$ cat config.mk
export PLATFORM = sky130hd
export DESIGN_NAME = latency_tracker
export DESIGN_NICKNAME = d
export VERILOG_FILES = /design/src/rtl/latency_tracker_pkg.sv /design/src/rtl/tag_delay_line.sv /design/src/rtl/latency_tracker.sv
export SDC_FILE = /design/constraint.sdc
export NUM_CORES = 1
export LEC_CHECK = 0
export ABC_AREA = 1
export CORE_ASPECT_RATIO = 1.4
export CORE_UTILIZATION = 59
export DETAILED_ROUTE_END_ITERATION = 10
export PLACE_DENSITY = 0.82
export SYNTH_ARGS = -nofsm -noshare
export SYNTH_HDL_FRONTEND = slang
export SYNTH_SLANG_ARGS = --single-unit
$ cat constraint.sdc
create_clock -name clk -period 3.3 [get_ports clk]
set_input_delay 0.495 -clock clk [delete_from_list [all_inputs] [get_ports clk]]
set_output_delay 0.495 -clock clk [all_outputs]
set_load 0.1 [all_outputs]
$ cat src/rtl/latency_tracker_pkg.sv
// latency_tracker_pkg: shared widths and parameter range limits for the
// latency_tracker issue/retire tracker and its tag delay line.
package latency_tracker_pkg;

  // Width of the inflight counter port (covers 0..MAX_LATENCY).
  localparam int unsigned CNT_W       = 6;
  localparam int unsigned MAX_LATENCY = 63;

  // Legal parameter ranges, checked at elaboration.
  localparam int unsigned MIN_LATENCY  = 1;
  localparam int unsigned MIN_TAG_W    = 1;
  localparam int unsigned MAX_TAG_W    = 16;
  localparam int unsigned MIN_INFLIGHT = 1;

endpackage

$ cat src/rtl/tag_delay_line.sv
// tag_delay_line: enable-gated shift register of {valid, tag} pairs.
// Ports:
//   clk, reset         rising-edge clock, synchronous active-high reset
//   enable             advances every stage by one when high, holds when low
//   in_valid, in_tag   loaded into stage 0; tag forced to zero when invalid
//   out_valid, out_tag last stage (DEPTH-1), registered
module tag_delay_line #(
  parameter int unsigned DEPTH = 23,
  parameter int unsigned TAG_W = 4
) (
  input  logic             clk,
  input  logic             reset,
  input  logic             enable,
  input  logic             in_valid,
  input  logic [TAG_W-1:0] in_tag,
  output logic             out_valid,
  output logic [TAG_W-1:0] out_tag
);

  logic [DEPTH-1:0] valid_q;
  logic [TAG_W-1:0] tag_q [DEPTH];

  // Shift stages; empty slots carry a zero tag so done_tag reads 0 when idle.
  always_ff @(posedge clk) begin
    if (reset) begin
      valid_q <= '0;
      for (int i = 0; i < int'(DEPTH); i++) begin
        tag_q[i] <= '0;
      end
    end else if (enable) begin
      valid_q[0] <= in_valid;
      tag_q[0]   <= in_valid ? in_tag : '0;
      for (int i = 1; i < int'(DEPTH); i++) begin
        valid_q[i] <= valid_q[i-1];
        tag_q[i]   <= tag_q[i-1];
      end
    end
  end

  assign out_valid = valid_q[DEPTH-1];
  assign out_tag   = tag_q[DEPTH-1];

endmodule

$ cat src/rtl/latency_tracker.sv
// latency_tracker: tracks up to MAX_INFLIGHT overlapping fixed-latency
// operations; each retires LATENCY_CYCLES enabled cycles after issue.
// Ports:
//   clk, reset             rising-edge clock, synchronous active-high reset
//   enable                 pipeline advance; low freezes all state
//   issue_valid, issue_tag operation request and its tag
//   issue_ready            combinational credit/enable qualified ready
//   done, done_tag         oldest operation at the pipeline output
//   inflight, busy         outstanding operation count and non-zero flag
//   err_overflow           sticky dropped-issue flag, present only when
//                          LATENCY_TRACKER_ERR_EN is defined
module latency_tracker
  import latency_tracker_pkg::*;
#(
  parameter int unsigned LATENCY_CYCLES = 23,
  parameter int unsigned TAG_W          = 4,
  parameter int unsigned MAX_INFLIGHT   = 23
) (
  input  logic             clk,
  input  logic             reset,
  input  logic             enable,
  input  logic             issue_valid,
  input  logic [TAG_W-1:0] issue_tag,
  output logic             issue_ready,
  output logic             done,
  output logic [TAG_W-1:0] done_tag,
  output logic [CNT_W-1:0] inflight,
  output logic             busy
`ifdef LATENCY_TRACKER_ERR_EN
  ,
  output logic             err_overflow
`endif
);

  // Elaboration-time parameter range checks.
  if (LATENCY_CYCLES < MIN_LATENCY || LATENCY_CYCLES > MAX_LATENCY) begin : g_bad_latency
    $error("latency_tracker: LATENCY_CYCLES out of range 1..63");
  end
  if (TAG_W < MIN_TAG_W || TAG_W > MAX_TAG_W) begin : g_bad_tag_w
    $error("latency_tracker: TAG_W out of range 1..16");
  end
  if (MAX_INFLIGHT < MIN_INFLIGHT || MAX_INFLIGHT > LATENCY_CYCLES) begin : g_bad_inflight
    $error("latency_tracker: MAX_INFLIGHT out of range 1..LATENCY_CYCLES");
  end

  logic             accept_c;
  logic             retire_c;
  logic [CNT_W-1:0] inflight_d;

  // A retiring op frees its credit on the same edge, so the limit can be refilled.
  assign retire_c    = enable & done;
  assign issue_ready = enable & ((inflight < CNT_W'(MAX_INFLIGHT)) | retire_c);
  assign accept_c    = issue_valid & issue_ready;

  tag_delay_line #(
    .DEPTH (LATENCY_CYCLES),
    .TAG_W (TAG_W)
  ) u_line (
    .clk       (clk),
    .reset     (reset),
    .enable    (enable),
    .in_valid  (accept_c),
    .in_tag    (issue_tag),
    .out_valid (done),
    .out_tag   (done_tag)
  );

  // Credit counter next value; simultaneous accept and retire cancel.
  always_comb begin
    inflight_d = inflight;
    if (accept_c && !retire_c) begin
      inflight_d = inflight + CNT_W'(1);
    end else if (retire_c && !accept_c) begin
      inflight_d = inflight - CNT_W'(1);
    end
  end

  always_ff @(posedge clk) begin
    if (reset) begin
      inflight <= '0;
      busy     <= 1'b0;
    end else begin
      inflight <= inflight_d;
      busy     <= (inflight_d != '0);
    end
  end

`ifdef LATENCY_TRACKER_ERR_EN
  // Sticky flag for an issue request refused while the pipeline advances.
  always_ff @(posedge clk) begin
    if (reset) begin
      err_overflow <= 1'b0;
    end else if (issue_valid && enable && !issue_ready) begin
      err_overflow <= 1'b1;
    end
  end
`endif

endmodule

### Word level (Yosys, flattened, before mapping)

Memory sizes are Yosys's and may differ from the RTL's.
Cells that the tools add are included.
Widths: inputs -> output; s select.

| cells by class | value |
|---|---|
| $add $sub $neg | 2 |
| magnitude comparators | 1 |
| multiplexer cells | 31 |
| bitwise operators | 27 |
| reduce and logical (&&, ||, !) cells | 5 |

Operators with widths:

| operator | number |
|---|---|
| $mux 4 | 24 |
| $or 1x1->1 | 24 |
| $mux 6 | 2 |
| $add 6x1->6 const B | 1 |
| $lt 6x5->1 const B | 1 |
| $reduce_bool 6->1 | 1 |
| $sub 6x1->6 const B | 1 |
| $mux 1 | 5 |
| $and 1x1->1 | 3 |
| $logic_and 1x1->1 | 2 |
| $logic_not 1->1 | 2 |

| storage, ports and cells | value |
|---|---|
| register bits after elaboration | 30 |
| memory bits (writable) | 92 |
| input bits | 8 |
| memories kept | 1 |

Memories:

| name | depth | bits a word | read ports | clocked after memory_dff | write ports | RTL line | text |
|---|---|---|---|---|---|---|---|
| u_line.tag_q | 23 | 4 | 23 | 0 | 23 | tag_delay_line.sv:21 | `logic [TAG_W-1:0] tag_q [DEPTH];` |

### Logic depth before layout (Yosys ltp)

Gate-level depths: netlist (run 1).

| logic depth | value |
|---|---|
| depth after elaboration | 9 |
| gate-level depth with buffers | 13 |

### Cells and area by module

From an unflattened synthesis (run 1), not the netlist that was laid out.

| second synthesis, totals | value |
|---|---|
| cell total of the unflattened synthesis | 479 |
| area, all modules | 4889.7 µm² |

Modules (own cells, without submodules):

| module | instances | cells an instance | area an instance (µm²) | sequential area each (µm²) |
|---|---|---|---|---|
| tag_delay_line | 1 | 388 | 4317.9 | 3223.1 |
| latency_tracker | 1 | 91 | 571.8 | 140.1 |

### Worst setup path after synthesis (run 1)

No wires, ideal clock.

| path | value |
|---|---|
| path type | in2reg |
| from | input reset |
| to | memory u_line.tag_q[0][0] (enable) |
| arrival time | 2086 ps |
| required time | 2888 ps |
| slack | 801 ps |
| stages | 4 |
| buffers on the path | 2 |
| path through | buf_2 > inv_1 > nand2_1 > buf_2 |

RTL lines:

| what | RTL line | text |
|---|---|---|
| start, declared | latency_tracker.sv:20 | `input logic reset,` |
| end, declared | tag_delay_line.sv:21 |  |

### Worst setup path after layout (run 1)

| path | value |
|---|---|
| from | register inflight[5] |
| to | output inflight[5] |

RTL lines:

| what | RTL line | text |
|---|---|---|
| start, declared | latency_tracker.sv:27 | `output logic [CNT_W-1:0] inflight,` |
| start signal, assigned | latency_tracker.sv:83 | `inflight <= inflight_d;` |

No word-level cell between the ends.

==> report_table.html, run 1 <==
<table>
<tr><th>Metric</th><th>Value</th></tr>
<tr><th colspan="2">Cells and area</th></tr>
<tr><td>Area of all placed cells without fillers</td><td>5624 um2</td></tr>
<tr><td>Area growth from synthesis to layout</td><td>16.66%</td></tr>
<tr><td>Share of post-route cells with drive strength above 1</td><td>0.1041</td></tr>
<tr><td>Final-stage net count</td><td>487</td></tr>
<tr><td>Most frequent cells in the layout</td><td>sky130_fd_sc_hd__inv_1, sky130_fd_sc_hd__nor2_1, sky130_fd_sc_hd__edfxtp_1</td></tr>
<tr><td>Number of diodes added for antenna fixing</td><td>0</td></tr>
<tr><td>Most common cell after layout, fill and taps aside</td><td>sky130_fd_sc_hd__inv_1</td></tr>
<tr><td>Final instance count without filler cells</td><td>590</td></tr>
<tr><th colspan="2">Floorplanning</th></tr>
<tr><td>DIE HEIGHT</td><td>109.0 um</td></tr>
<tr><td>Starting density of the core</td><td>0.6145</td></tr>
<tr><td># rows</td><td>38</td></tr>
<tr><td>Full die area</td><td>8542 um2</td></tr>
<tr><td>Number of top-level pins</td><td>21</td></tr>
<tr><td>Die width</td><td>roughly 78 um</td></tr>
<tr><td>Area inside the core boundary</td><td>7845 um2</td></tr>
<tr><th colspan="2">Global routing</th></tr>
<tr><td>Total overflow reported by the global router</td><td>0</td></tr>
<tr><td>Number of global-route vias before repair</td><td>2,750</td></tr>
<tr><td>Largest net degree at the start of global routing</td><td>91</td></tr>
<tr><td>Number of antenna violations at the first check in global routing</td><td>0</td></tr>
<tr><td>Global Route Usage Sum</td><td>0.1906</td></tr>
<tr><td>Global-route wire length before repair</td><td>11,960 um</td></tr>
<tr><th colspan="2">Synth</th></tr>
<tr><td>Largest area contributor in the synthesized netlist</td><td>sky130_fd_sc_hd__edfxtp_1</td></tr>
<tr><td>Asr flop ratio synth</td><td>0</td></tr>
<tr><td>Post-synthesis instance total</td><td>452</td></tr>
<tr><td>Dominant synthesized flop cell</td><td>sky130_fd_sc_hd__edfxtp_1</td></tr>
<tr><td>Sequential-to-total area share from yosys stat</td><td>0.6976</td></tr>
<tr><td>Yosys warnings</td><td>0</td></tr>
<tr><td>Number of synthesized register bits</td><td>122</td></tr>
<tr><td>EDFF count, synth</td><td>92</td></tr>
<tr><td>Distinct cell type count of the synthesized netlist</td><td>24</td></tr>
<tr><td>Post-synthesis instance area</td><td>4821 um2</td></tr>
<tr><td>Post-synthesis net count</td><td>462</td></tr>
<tr><td>Post-Synthesis Mean Instance Area</td><td>approximately 11 um2</td></tr>
<tr><td>Most area-consuming cells after synthesis</td><td>sky130_fd_sc_hd__edfxtp_1, sky130_fd_sc_hd__dfxtp_1, sky130_fd_sc_hd__inv_1, sky130_fd_sc_hd__nor2_1, sky130_fd_sc_hd__o22ai_1</td></tr>
<tr><td>Yosys top cell area share</td><td>0.5731</td></tr>
<tr><th colspan="2">Critical path</th></tr>
<tr><td>Endpoint required time on the critical path</td><td>2800 ps</td></tr>
<tr><td>Total buffers and inverters traversed by the critical path</td><td>1</td></tr>
<tr><td>Largest stage delay on the critical path</td><td>1170 ps</td></tr>
<tr><td>Startpoint type of the worst setup path</td><td>register</td></tr>
<tr><td>Setup crit end kind</td><td>output pin</td></tr>
<tr><td>Chain of cells forming the critical path</td><td>clkdlybuf4s50_1</td></tr>
<tr><td>Slowest cell on the critical path</td><td>sky130_fd_sc_hd__clkdlybuf4s50_1</td></tr>
<tr><td>Family of cells with the greatest summed delay on the critical path</td><td>buffers and inverters</td></tr>
<tr><td>Maximum fanout along the worst path</td><td>5</td></tr>
<tr><td>Worst setup path class</td><td>register to output pin</td></tr>
<tr><td>Arrival time at the worst endpoint</td><td>2100 ps</td></tr>
<tr><th colspan="2">Clocking</th></tr>
<tr><td>CTS tree</td><td>yes</td></tr>
<tr><td>Maximum count of clock buffers along a single path</td><td>2</td></tr>
<tr><td>Insertion delay of the later-clocked pin in the worst-skew pair</td><td>approximately 510 ps</td></tr>
<tr><td>TritonCTS buffer count</td><td>17</td></tr>
<tr><td>Post-cts repair resize count</td><td>0</td></tr>
<tr><td>CTS Hold Buffers Added</td><td>0</td></tr>
<tr><td>CTS clk-pin slew, worst paths</td><td>50 ps</td></tr>
<tr><td>Root buf cell</td><td>sky130_fd_sc_hd__clkbuf_8</td></tr>
<tr><td>Number of clock sinks</td><td>approximately 120</td></tr>
<tr><td>H-tree lvl count</td><td>4</td></tr>
<tr><td># Post-CTS Setup Buffers</td><td>0</td></tr>
<tr><th colspan="2">Timing</th></tr>
<tr><td>Normalized max-slew margin</td><td>0.3550</td></tr>
<tr><td>Clock period minus final worst setup slack</td><td>2598 ps</td></tr>
<tr><td>Number of setup violations in the final report</td><td>0</td></tr>
<tr><td>Setup Skew</td><td>7.120 ps</td></tr>
<tr><td>Fraction of the cycle the final worst path needs</td><td>0.7871</td></tr>
<tr><td>Worst Slack Setup Final</td><td>702.5 ps</td></tr>
<tr><td>Maximum frequency from static timing analysis</td><td>385.0 MHz</td></tr>
<tr><td>Count of final hold-check violations</td><td>0</td></tr>
<tr><td>Total negative setup slack</td><td>0 ps</td></tr>
<tr><td>Slew at the pin with the worst max-slew slack</td><td>about 960 ps</td></tr>
<tr><td>RSZ-0062 raised after global routing</td><td>false</td></tr>
<tr><td>Count of pins over their slew limit</td><td>0</td></tr>
<tr><th colspan="2">Detailed routing</th></tr>
<tr><td>DRC Markers</td><td>0</td></tr>
<tr><td>Number of DRC markers after the initial detailed-route iteration</td><td>141</td></tr>
<tr><td>Count of TritonRoute iterations in the first routing pass</td><td>4</td></tr>
<tr><td>Via/cell ratio</td><td>4.822</td></tr>
<tr><td>DR vias</td><td>2,845</td></tr>
<tr><td>Final antenna-violating net count</td><td>0</td></tr>
<tr><td>Routed wire length</td><td>around 7000 um</td></tr>
<tr><td>Routed len/inst</td><td>11.92 um</td></tr>
<tr><th colspan="2">Placed design</th></tr>
<tr><td>Count of buffers from port buffering</td><td>20</td></tr>
<tr><td>Cell area reported after detailed placement</td><td>5105 um2</td></tr>
<tr><td>Minimum setup slack after placement</td><td>just over 900 ps</td></tr>
<tr><td>Cell Count Post-Placement</td><td>558</td></tr>
<tr><td>Routability congestion estimate from global placement</td><td>between 0.7 and 0.8</td></tr>
<tr><td>Placed wire-length estimate after detailed placement</td><td>~4000 um</td></tr>
<tr><th colspan="2">Run status</th></tr>
<tr><td>Outcome</td><td>finished clean</td></tr>
<tr><th colspan="2">Pwr</th></tr>
<tr><td>Peak supply drop</td><td>0.4283 mV</td></tr>
<tr><td>P per Cell Area</td><td>about 630 nW/um2</td></tr>
<tr><td>Static power due to leakage</td><td>~2.3 nW</td></tr>
<tr><th colspan="2">Flow run</th></tr>
<tr><td>Max-cap violations</td><td>0</td></tr>
<tr><th colspan="2">Hold path</th></tr>
<tr><td>Hold WC Path Type</td><td>register to register</td></tr>
</table>
synth_stat cells (3+ instances only):
cell type                  instances
sky130_fd_sc_hd__a21oi_1           4
sky130_fd_sc_hd__buf_2             6
sky130_fd_sc_hd__buf_4             4
sky130_fd_sc_hd__clkbuf_1          8
sky130_fd_sc_hd__dfxtp_1          30
sky130_fd_sc_hd__edfxtp_1         92
sky130_fd_sc_hd__inv_1           122
sky130_fd_sc_hd__inv_2             4
sky130_fd_sc_hd__nand2_1          29
sky130_fd_sc_hd__nand2_2           3
sky130_fd_sc_hd__nand3_1           3
sky130_fd_sc_hd__nand4_1           5
sky130_fd_sc_hd__nor2_1           99
sky130_fd_sc_hd__o21ai_1           5
sky130_fd_sc_hd__o22ai_1          22
sky130_fd_sc_hd__xor2_1            4
registers in the layout, indices dropped and copies added (netlist names):
name,cells
u_line.tag_q,92
u_line.valid_q,23
inflight,6
busy,1
through the flow:
stage	hold slack [ps]	utilization	power (mW)
after floorplan	448.6	-	1.936
after global placement	457.9	0.6507	1.979
after detailed placement	461.8	0.6507	1.987
after CTS	474.5	0.7169	3.583
after global routing	495.5	0.7169	3.670
final	475.7	0.7169	3.557
where the power goes:
group / total (mW) / switching, mW / leakage (nW) / internal (mW)
Clock: 1.60 / 0.597 / 0.259 / 1.00
Sequential: 1.76 / 0.0227 / 1.26 / 1.73
Combinational: 0.202 / 0.147 / 0.774 / 0.0548
kinds of logic (layout without fill, tap and decap cells):
group,count (synthesis),in the layout,share of synthesized area
XOR/XNOR,6,6,0.01090
buffers and inverters,145,183,0.1191
flip-flops,122,122,0.6976
adder cells (fa/ha/maj),2,2,0.005190
AO/OA/AOI/OAI,34,34,0.04334
AND/OR/NAND/NOR,143,143,0.1238
per-layer routing:
metal / share of wire / global-route usage
met4: 0.024 / 0.1098
met1: 0.42 / 0.2127
met5: 0 / 0
met2: 0.51 / 0.3221
met3: 0.036 / 0.05941
worst reg2reg max path, cell delays in order (launching register included):
cell and delay [ps]:
sky130_fd_sc_hd__dfxtp_1 360, sky130_fd_sc_hd__ha_1 260, sky130_fd_sc_hd__nand2_2 110, sky130_fd_sc_hd__nand2_2 90, sky130_fd_sc_hd__nand2_2 90, sky130_fd_sc_hd__nand4_4 110
sky130_fd_sc_hd__nand2_1 130, sky130_fd_sc_hd__nand2_1 70, sky130_fd_sc_hd__nor2_1 100, sky130_fd_sc_hd__nand2_1 60, sky130_fd_sc_hd__nand2_1 50, sky130_fd_sc_hd__nand2_1 60
area by class of cell:
cell class	instances	area [um2]
Multi-Input combinational cell	185	893.4
Tap cell	100	125.1
Timing Repair Buffer	25	250.2
Inverter	126	473.0
Clock buffer	22	442.9
Sequential cell	122	3363
Clock inverter	10	76.32
Fill cell	556	2221
final timing paths:
check,startpoint,end,slack (ps),cells past startpoint
hold / removal,u_line.valid_q[19],u_line.valid_q[19],480,2
setup reg to reg,inflight[1],busy,1690,11
setup / recovery,inflight[5],inflight[5],700,1
hold reg to reg,u_line.valid_q[19],u_line.valid_q[19],480,2
Power figures use the tool's default switching activity.
==> run 2, diff against run 1 <==
- clock period: 3.3 -> 2.45 ns (I/O delays scaled with it)
==> run 2 against run 1 <==
Non-clock buffer count unchanged. Clock skew up 1.8 ps. Clock-buffer cell count down 4. Register-to-register slack worse by 880 ps. Critical path type unchanged. Critical endpoint is now issue_ready.
==> report_table.html, run 2 (synthesis gave the netlist of run 1 again) <==
<table>
<tr><th>Metric</th><th>Value</th></tr>
<tr><th colspan="2">Timing</th></tr>
<tr><td>RSZ-0062 raised after global routing</td><td>false</td></tr>
<tr><td>Maximum frequency from static timing analysis</td><td>460.4 MHz</td></tr>
<tr><td>Slew at the pin with the worst max-slew slack</td><td>372.4 ps (-592.1 ps)</td></tr>
<tr><td>Count of final hold-check violations</td><td>0 (unchanged)</td></tr>
<tr><td>Final hold slack</td><td>477.8 ps (+2.083 ps)</td></tr>
<tr><td>Setup Skew</td><td>8.950 ps (+1.830 ps)</td></tr>
<tr><td>Number of setup violations in the final report</td><td>0 (unchanged)</td></tr>
<tr><td>Normalized max-slew margin</td><td>0.7514 (+0.3964)</td></tr>
<tr><td>Total negative setup slack</td><td>0 ps (unchanged)</td></tr>
<tr><td>Fraction of the cycle the final worst path needs</td><td>0.8865</td></tr>
<tr><td>Clock period minus final worst setup slack</td><td>about 2200 ps</td></tr>
<tr><td>Count of pins over their slew limit</td><td>0 (unchanged)</td></tr>
<tr><th colspan="2">Detailed routing</th></tr>
<tr><td>Final antenna-violating net count</td><td>0 (unchanged)</td></tr>
<tr><td>DR vias</td><td>2,878 (+1.2%)</td></tr>
<tr><td>Via/cell ratio</td><td>4.878 (+1.2%)</td></tr>
<tr><td>Routed wire length</td><td>7281 um (+3.6%)</td></tr>
<tr><td>Routed len/inst</td><td>12.34 um (+3.6%)</td></tr>
<tr><td>Number of DRC markers after the initial detailed-route iteration</td><td>199 (+41%)</td></tr>
<tr><td>Count of TritonRoute iterations in the first routing pass</td><td>4 (unchanged)</td></tr>
<tr><td>DRC Markers</td><td>0 (unchanged)</td></tr>
<tr><th colspan="2">Clocking</th></tr>
<tr><td>TritonCTS buffer count</td><td>17 (unchanged)</td></tr>
<tr><td>H-tree lvl count</td><td>4 (unchanged)</td></tr>
<tr><td>CTS clk-pin slew, worst paths</td><td>60 ps (about the same)</td></tr>
<tr><td>Root buf cell</td><td>sky130_fd_sc_hd__clkbuf_8</td></tr>
<tr><td># Post-CTS Setup Buffers</td><td>0 (unchanged)</td></tr>
<tr><td>Post-cts repair resize count</td><td>0 (unchanged)</td></tr>
<tr><td>CTS Hold Buffers Added</td><td>0 (unchanged)</td></tr>
<tr><td>Number of clock sinks</td><td>122 (unchanged)</td></tr>
<tr><td>CTS tree</td><td>yes</td></tr>
<tr><td>Insertion delay of the later-clocked pin in the worst-skew pair</td><td>520 ps (about the same)</td></tr>
<tr><td>Maximum count of clock buffers along a single path</td><td>2 (unchanged)</td></tr>
<tr><th colspan="2">Pwr</th></tr>
<tr><td>Power Internal</td><td>3.779 mW (+35%)</td></tr>
<tr><td>Peak supply drop</td><td>0.5999 mV (+40%)</td></tr>
<tr><td>Part of the total power dissipated in sequential elements</td><td>0.482 (-0.012)</td></tr>
<tr><td>Relative contribution of the clock network to total power</td><td>0.462 (+0.013)</td></tr>
<tr><td>Static power due to leakage</td><td>2.320 nW (+1.1%)</td></tr>
<tr><td>P per Cell Area</td><td>864.6 nW/um2 (+37%)</td></tr>
<tr><td>Sw power</td><td>1.128 mW (+47%)</td></tr>
<tr><td>Proportion of power drawn by combinational gates</td><td>0.057 (about the same)</td></tr>
<tr><td>Net switching fraction of the power</td><td>0.2299 (+0.01441)</td></tr>
<tr><th colspan="2">Global routing</th></tr>
<tr><td>Largest net degree at the start of global routing</td><td>91 (unchanged)</td></tr>
<tr><td>Number of antenna violations at the first check in global routing</td><td>0 (unchanged)</td></tr>
<tr><td>Total overflow reported by the global router</td><td>0 (unchanged)</td></tr>
<tr><td>Global Route Usage Sum</td><td>0.1915 (+0.0008665)</td></tr>
<tr><td>Global-route wire length before repair</td><td>12,010 um (+0.40%)</td></tr>
<tr><td>Number of global-route vias before repair</td><td>2,757 (+0.25%)</td></tr>
<tr><th colspan="2">Floorplanning</th></tr>
<tr><td>Area inside the core boundary</td><td>7845 um2 (unchanged)</td></tr>
<tr><td># rows</td><td>38 (unchanged)</td></tr>
<tr><td>Starting density of the core</td><td>0.6145 (unchanged)</td></tr>
<tr><td>Full die area</td><td>8542 um2 (unchanged)</td></tr>
<tr><td>Die width</td><td>78.40 um (unchanged)</td></tr>
<tr><td>DIE HEIGHT</td><td>109.0 um (unchanged)</td></tr>
<tr><td>Number of top-level pins</td><td>21 (unchanged)</td></tr>
<tr><th colspan="2">Cells and area</th></tr>
<tr><td>Number of diodes added for antenna fixing</td><td>0 (unchanged)</td></tr>
<tr><td>Final-stage net count</td><td>487 (unchanged)</td></tr>
<tr><td>Largest registers</td><td>u_line.tag_q x92, u_line.valid_q x23, inflight x6</td></tr>
<tr><td>Most common cell after layout, fill and taps aside</td><td>sky130_fd_sc_hd__inv_1</td></tr>
<tr><td>Area growth from synthesis to layout</td><td>17.73%</td></tr>
<tr><td>Largest register by flop count</td><td>u_line.tag_q</td></tr>
<tr><td>Largest register FFs</td><td>92 (unchanged)</td></tr>
<tr><td>Most frequent cells in the layout</td><td>sky130_fd_sc_hd__inv_1, sky130_fd_sc_hd__nor2_1, sky130_fd_sc_hd__edfxtp_1</td></tr>
<tr><td>Share of post-route cells with drive strength above 1</td><td>0.1286 (+0.02449)</td></tr>
<tr><td>Area of all placed cells without fillers</td><td>5675 um2 (+0.91%)</td></tr>
<tr><th colspan="2">Critical path</th></tr>
<tr><td>Total buffers and inverters traversed by the critical path</td><td>1 (unchanged)</td></tr>
<tr><td>Slowest cell on the critical path</td><td>sky130_fd_sc_hd__dfxtp_1</td></tr>
<tr><td>Family of cells with the greatest summed delay on the critical path</td><td>flip-flops</td></tr>
<tr><td>Worst setup path class</td><td>register to output pin</td></tr>
<tr><td>Startpoint type of the worst setup path</td><td>register</td></tr>
<tr><td>Endpoint required time on the critical path</td><td>2080 ps (-720 ps)</td></tr>
<tr><td>Maximum fanout along the worst path</td><td>6 (+1)</td></tr>
<tr><td>Chain of cells forming the critical path</td><td>ha_1 -&gt; nand2_2 -&gt; nand2_2 -&gt; a21oi_4 -&gt; buf_12</td></tr>
<tr><td>Largest stage delay on the critical path</td><td>370 ps (-800 ps)</td></tr>
<tr><td>Arrival time at the worst endpoint</td><td>1800 ps (-300 ps)</td></tr>
<tr><td>Most frequent cell on the critical path</td><td>sky130_fd_sc_hd__nand2_2</td></tr>
<tr><td>Setup crit end kind</td><td>output pin</td></tr>
<tr><th colspan="2">Placed design</th></tr>
<tr><td>Routability congestion estimate from global placement</td><td>0.8337 (+8.6%)</td></tr>
<tr><td>Cell area reported after detailed placement</td><td>5122 um2 (+0.34%)</td></tr>
<tr><td>Placed wire-length estimate after detailed placement</td><td>4062 um (+2.1%)</td></tr>
<tr><td>Count of buffers from port buffering</td><td>20 (unchanged)</td></tr>
<tr><th colspan="2">Hold path</th></tr>
<tr><td>Hold WC Path Type</td><td>register to register</td></tr>
<tr><th colspan="2">Flow run</th></tr>
<tr><td>Max-cap violations</td><td>0 (unchanged)</td></tr>
<tr><th colspan="2">Run status</th></tr>
<tr><td>Outcome</td><td>finished clean</td></tr>
</table>
run 2: changes by cell type in the layout (fill, tap and decap cells not counted), sizes merged:
cell	delta
clkinvlp	+4
buf	+8
clkdlybuf4s50	-8
clkinv	-1
clkbuf	-4
inv	+1
run 2: path summary, 6_finish.rpt:
path | from | to | slack (ps) | cells past startpoint
min | u_line.valid_q[19] | u_line.valid_q[19] | 480 | 2
min reg2reg | u_line.valid_q[19] | u_line.valid_q[19] | 480 | 2
max reg2reg | inflight[1] | u_line.tag_q[0][2] | 810 | 6
max | inflight[1] | issue_ready | 280 | 5
run 2: metal layers:
metal / track usage / vias up / routed length [um]
met2: 0.3076 / 63 / 3770
met5: 0 / - / 0
li1: - / 1448 / -
met1: 0.2282 / 1354 / 3090
met4: 0.09788 / 0 / 145
met3: 0.06778 / 13 / 274
run 2: metrics by stage:
stage / instances / setup WS, ps / power, mW / utilization
floorplan: 452 / 34.27 / 2.607 / -
global placement: 558 / 475.6 / 2.670 / 0.6530
detailed placement: 558 / 457.8 / 2.681 / 0.6530
CTS: 590 / 261.8 / 4.937 / 0.7234
global route: 590 / 195.7 / 5.060 / 0.7234
finish: 590 / 278.0 / 4.907 / 0.7234
run 2: final cells by class:
class	instances	area, um2
inverter	126	473.0
clock inverter	14	125.1
multi-input combinational	185	893.4
sequential	122	3363
clock buffer	18	427.9
tap	100	125.1
timing repair buffer	25	267.8
fill	529	2170
run 2: power by group through the flow:
stage          Clock [mW]  Combinational (mW)  Sequential [mW]
5_1_grt              2.38               0.305             2.37
3_5_place_dp            0               0.276             2.40
6_report             2.27               0.277             2.36
4_1_cts              2.29               0.280             2.36
3_3_place_gp            0               0.268             2.40
2_1_floorplan           0               0.185             2.42
run 2: tightest hold or removal path, delay by kind of cell (launching register included):
family          cells  cell delay, ps
compound gates      1              70
buf+inv             1              60
flops               1             300
==> run 3, diff against run 2 <==
- CORE_UTILIZATION: 59 -> 54
- HOLD_SLACK_MARGIN: default -> 0.06
- PLACE_DENSITY: 0.82 -> 0.79
- clock period: 2.45 -> 1.8 ns (I/O delays scaled with it)
==> run 3 against run 2 <==
Wire length is 6.9% higher. Critical path type unchanged. Largest cell class unchanged. Hold slack worse by 11 ps. Critical endpoint unchanged. Global-route usage is 0.13 points higher. Critical path depth stayed put.
==> report_table.html, run 3 (synthesis gave the netlist of run 1 again) <==
<table>
<tr><th>Metric</th><th>Value</th></tr>
<tr><th colspan="2">Pwr</th></tr>
<tr><td>Static power due to leakage</td><td>2.443 nW (+5.3%)</td></tr>
<tr><td>P per Cell Area</td><td>1178 nW/um2 (+36%)</td></tr>
<tr><td>Peak supply drop</td><td>0.8733 mV (+46%)</td></tr>
<tr><th colspan="2">Hold path</th></tr>
<tr><td>Hold WC Path Type</td><td>register to register</td></tr>
<tr><td>Worst Hold Launch</td><td>u_line.valid_q[17]</td></tr>
<tr><td>Hold Path Cell Cnt</td><td>2 (unchanged)</td></tr>
<tr><th colspan="2">Clocking</th></tr>
<tr><td>CTS tree</td><td>yes</td></tr>
<tr><td>CTS clk-pin slew, worst paths</td><td>50 ps (about the same)</td></tr>
<tr><td>CTS Hold Buffers Added</td><td>0 (unchanged)</td></tr>
<tr><td>TritonCTS buffer count</td><td>17 (unchanged)</td></tr>
<tr><td>H-tree lvl count</td><td>4 (unchanged)</td></tr>
<tr><td>Root buf cell</td><td>sky130_fd_sc_hd__clkbuf_16</td></tr>
<tr><td>Maximum count of clock buffers along a single path</td><td>2 (unchanged)</td></tr>
<tr><td>Number of clock sinks</td><td>122 (unchanged)</td></tr>
<tr><td>Insertion delay of the later-clocked pin in the worst-skew pair</td><td>410 ps (-110 ps)</td></tr>
<tr><th colspan="2">Critical path</th></tr>
<tr><td>Arrival time at the worst endpoint</td><td>1470 ps (-330 ps)</td></tr>
<tr><td>Worst setup path class</td><td>register to output pin</td></tr>
<tr><td>Slowest cell on the critical path</td><td>sky130_fd_sc_hd__dfxtp_4</td></tr>
<tr><td>Maximum fanout along the worst path</td><td>4 (-2)</td></tr>
<tr><td>Startpoint type of the worst setup path</td><td>register</td></tr>
<tr><td>Most frequent cell on the critical path</td><td>sky130_fd_sc_hd__nand2_2</td></tr>
<tr><td>CP startpoint</td><td>inflight[0]</td></tr>
<tr><td>Setup crit end kind</td><td>output pin</td></tr>
<tr><td>Largest stage delay on the critical path</td><td>360 ps (about the same)</td></tr>
<tr><td>Startpoint of the lowest-slack register-to-register path</td><td>inflight[0]</td></tr>
<tr><td>Endpoint required time on the critical path</td><td>1530 ps (-550 ps)</td></tr>
<tr><td>Chain of cells forming the critical path</td><td>ha_4 -&gt; nand2_2 -&gt; nand2_2 -&gt; a21oi_4 -&gt; buf_12</td></tr>
<tr><td>Cells on worst reg2reg path</td><td>12 (+6)</td></tr>
<tr><th colspan="2">Floorplanning</th></tr>
<tr><td>Area inside the core boundary</td><td>8608 um2 (+9.7%)</td></tr>
<tr><td>Full die area</td><td>9315 um2 (+9.1%)</td></tr>
<tr><td>Number of top-level pins</td><td>21 (unchanged)</td></tr>
<tr><td>Die width</td><td>81.86 um (+4.4%)</td></tr>
<tr><td>DIE HEIGHT</td><td>113.8 um (+4.4%)</td></tr>
<tr><td>Starting density of the core</td><td>0.5600 (-0.05448)</td></tr>
<tr><td># rows</td><td>40 (+5.3%)</td></tr>
<tr><th colspan="2">Cells and area</th></tr>
<tr><td>Area growth from synthesis to layout</td><td>23.77%</td></tr>
<tr><td>Most common cell after layout, fill and taps aside</td><td>sky130_fd_sc_hd__inv_1</td></tr>
<tr><td>Largest register FFs</td><td>92 (unchanged)</td></tr>
<tr><td>Largest registers</td><td>u_line.tag_q x92, u_line.valid_q x23, inflight x6</td></tr>
<tr><td>Number of filler instances in the final layout</td><td>608 (+15%)</td></tr>
<tr><td>Sequential cell area in the final layout</td><td>3382 um2 (+0.56%)</td></tr>
<tr><td>Area of all placed cells without fillers</td><td>5967 um2 (+5.1%)</td></tr>
<tr><td>Number of diodes added for antenna fixing</td><td>0 (unchanged)</td></tr>
<tr><td>Final-stage net count</td><td>496 (+1.8%)</td></tr>
<tr><td>Most frequent cells in the layout</td><td>sky130_fd_sc_hd__inv_1, sky130_fd_sc_hd__nor2_1, sky130_fd_sc_hd__edfxtp_1</td></tr>
<tr><td>Final instance count without filler cells</td><td>604 (+2.4%)</td></tr>
<tr><td>Share of post-route cells with drive strength above 1</td><td>0.1623 (+0.03375)</td></tr>
<tr><td>Final Util</td><td>0.6932 (-0.03028)</td></tr>
<tr><td>Multi-input gate area</td><td>910.9 um2 (+2.0%)</td></tr>
<tr><td>Largest register by flop count</td><td>u_line.tag_q</td></tr>
<tr><th colspan="2">Timing</th></tr>
<tr><td>Setup Skew</td><td>6.154 ps (-2.796 ps)</td></tr>
<tr><td>Maximum frequency from static timing analysis</td><td>~570 MHz</td></tr>
<tr><td>RSZ-0062 raised after global routing</td><td>false</td></tr>
<tr><td>Count of pins over their slew limit</td><td>0 (unchanged)</td></tr>
<tr><td>Normalized max-slew margin</td><td>0.7918 (+0.04046)</td></tr>
<tr><td>Number of setup violations in the final report</td><td>0 (unchanged)</td></tr>
<tr><td>Clock period minus final worst setup slack</td><td>1741 ps</td></tr>
<tr><td>Slew at the pin with the worst max-slew slack</td><td>311.3 ps (-61.15 ps)</td></tr>
<tr><td>Total negative setup slack</td><td>0 ps (unchanged)</td></tr>
<tr><td>Fraction of the cycle the final worst path needs</td><td>0.9671</td></tr>
<tr><td>Count of final hold-check violations</td><td>0 (unchanged)</td></tr>
<tr><th colspan="2">Detailed routing</th></tr>
<tr><td>Via/cell ratio</td><td>4.906 (+0.57%)</td></tr>
<tr><td>Number of DRC markers after the initial detailed-route iteration</td><td>188 (-5.5%)</td></tr>
<tr><td>DRC Markers</td><td>0 (unchanged)</td></tr>
<tr><td>Routed len/inst</td><td>12.89 um (+4.5%)</td></tr>
<tr><td>Routed wire length</td><td>7786 um (+6.9%)</td></tr>
<tr><td>DR vias</td><td>2,963 (+3.0%)</td></tr>
<tr><td>Final antenna-violating net count</td><td>0 (unchanged)</td></tr>
<tr><td>Count of TritonRoute iterations in the first routing pass</td><td>5 (+1)</td></tr>
<tr><th colspan="2">Run status</th></tr>
<tr><td>Outcome</td><td>finished clean</td></tr>
<tr><th colspan="2">Global routing</th></tr>
<tr><td>Number of global-route vias before repair</td><td>2,846 (+3.2%)</td></tr>
<tr><td>Largest net degree at the start of global routing</td><td>42 (-54%)</td></tr>
<tr><td>Total overflow reported by the global router</td><td>0 (unchanged)</td></tr>
<tr><td>Number of antenna violations at the first check in global routing</td><td>0 (unchanged)</td></tr>
<tr><td>Global-route wire length before repair</td><td>13,000 um (+8.2%)</td></tr>
<tr><td>Global Route Usage Sum</td><td>0.1927 (+0.001250)</td></tr>
<tr><th colspan="2">Placed design</th></tr>
<tr><td>Cell Count Post-Placement</td><td>568 (+1.8%)</td></tr>
<tr><td>Count of buffers from port buffering</td><td>20 (unchanged)</td></tr>
<tr><td>Placed wire-length estimate after detailed placement</td><td>4749 um (+17%)</td></tr>
<tr><td>Cell area reported after detailed placement</td><td>5315 um2 (+3.8%)</td></tr>
<tr><td>Routability congestion estimate from global placement</td><td>0.9130 (+9.5%)</td></tr>
<tr><th colspan="2">Flow run</th></tr>
<tr><td>Max-cap violations</td><td>0 (unchanged)</td></tr>
</table>
==> run 3: cell count changes in the layout (fill, tap and decap cells not counted), sizes merged <==
cell | previous run | this run
clkinv | 7 | 5
inv | 127 | 126
clkbuf | 18 | 23
buf | 18 | 27
clkinvlp | 5 | 3
==> run 3: timing repair <==
| action | 4_1_cts | 5_1_grt |
|---|---|---|
| gates resized for setup | 0 | 0 |
| gates cloned | 0 | 0 |
| setup endpoints to repair | 1 | 1 |
| pin swaps | 1 | 1 |
| buffers inserted | 2 | 2 |
| endpoints found under the hold margin | 0 | 0 |
==> run 3: cell type report <==
type	instances	area share
inverters	126	0.07926
multi-input cells	185	0.1527
flip-flops and latches	122	0.5668
clock inverters	9	0.01342
well taps	105	0.02202
clock buffers	23	0.09079
repair buffers	34	0.07507
==> run 3: metal layers <==
| metal | share of wire | global-route usage |
|---|---|---|
| met1 | 0.41 | 0.2335 |
| met2 | 0.52 | 0.3014 |
| met3 | 0.046 | 0.07040 |
| met4 | 0.022 | 0.09240 |
| met5 | 0 | 0 |
==> run 3: critical path, delay by kind of cell, from the launching register on <==
family	cells	cell delay, ps
adder cells (fa/ha/maj)	1	170
AND/OR/NAND/NOR	2	170
buffers and inverters	1	190
flip-flops	1	360
AO/OA/AOI/OAI	1	180
==> run 3: worst paths after layout <==
check        slack [ps]                  to
max                  60         issue_ready
min                 470  u_line.valid_q[17]
max reg2reg         150                busy
min reg2reg         470  u_line.valid_q[17]
==> run 3: power by group <==
part	switching, mW	total [mW]	leakage, nW	internal, mW
registers	0.0415	3.21	1.27	3.17
clock network	1.15	3.39	0.300	2.24
logic	0.286	0.420	0.877	0.133
total	1.48	7.03	2.44	5.55
==> run 3: metrics by stage <==
step | setup slack, ps | hold slack, ps | power [mW]
detailed placement | -15.33 | 464.1 | 3.681
floorplan | -141.4 | 435.6 | 3.545
CTS | 14.03 | 472.2 | 7.077
global placement | 60.39 | 458.6 | 3.665
global route | 7.258 | 485.6 | 7.245
finish | 59.30 | 466.8 | 7.029
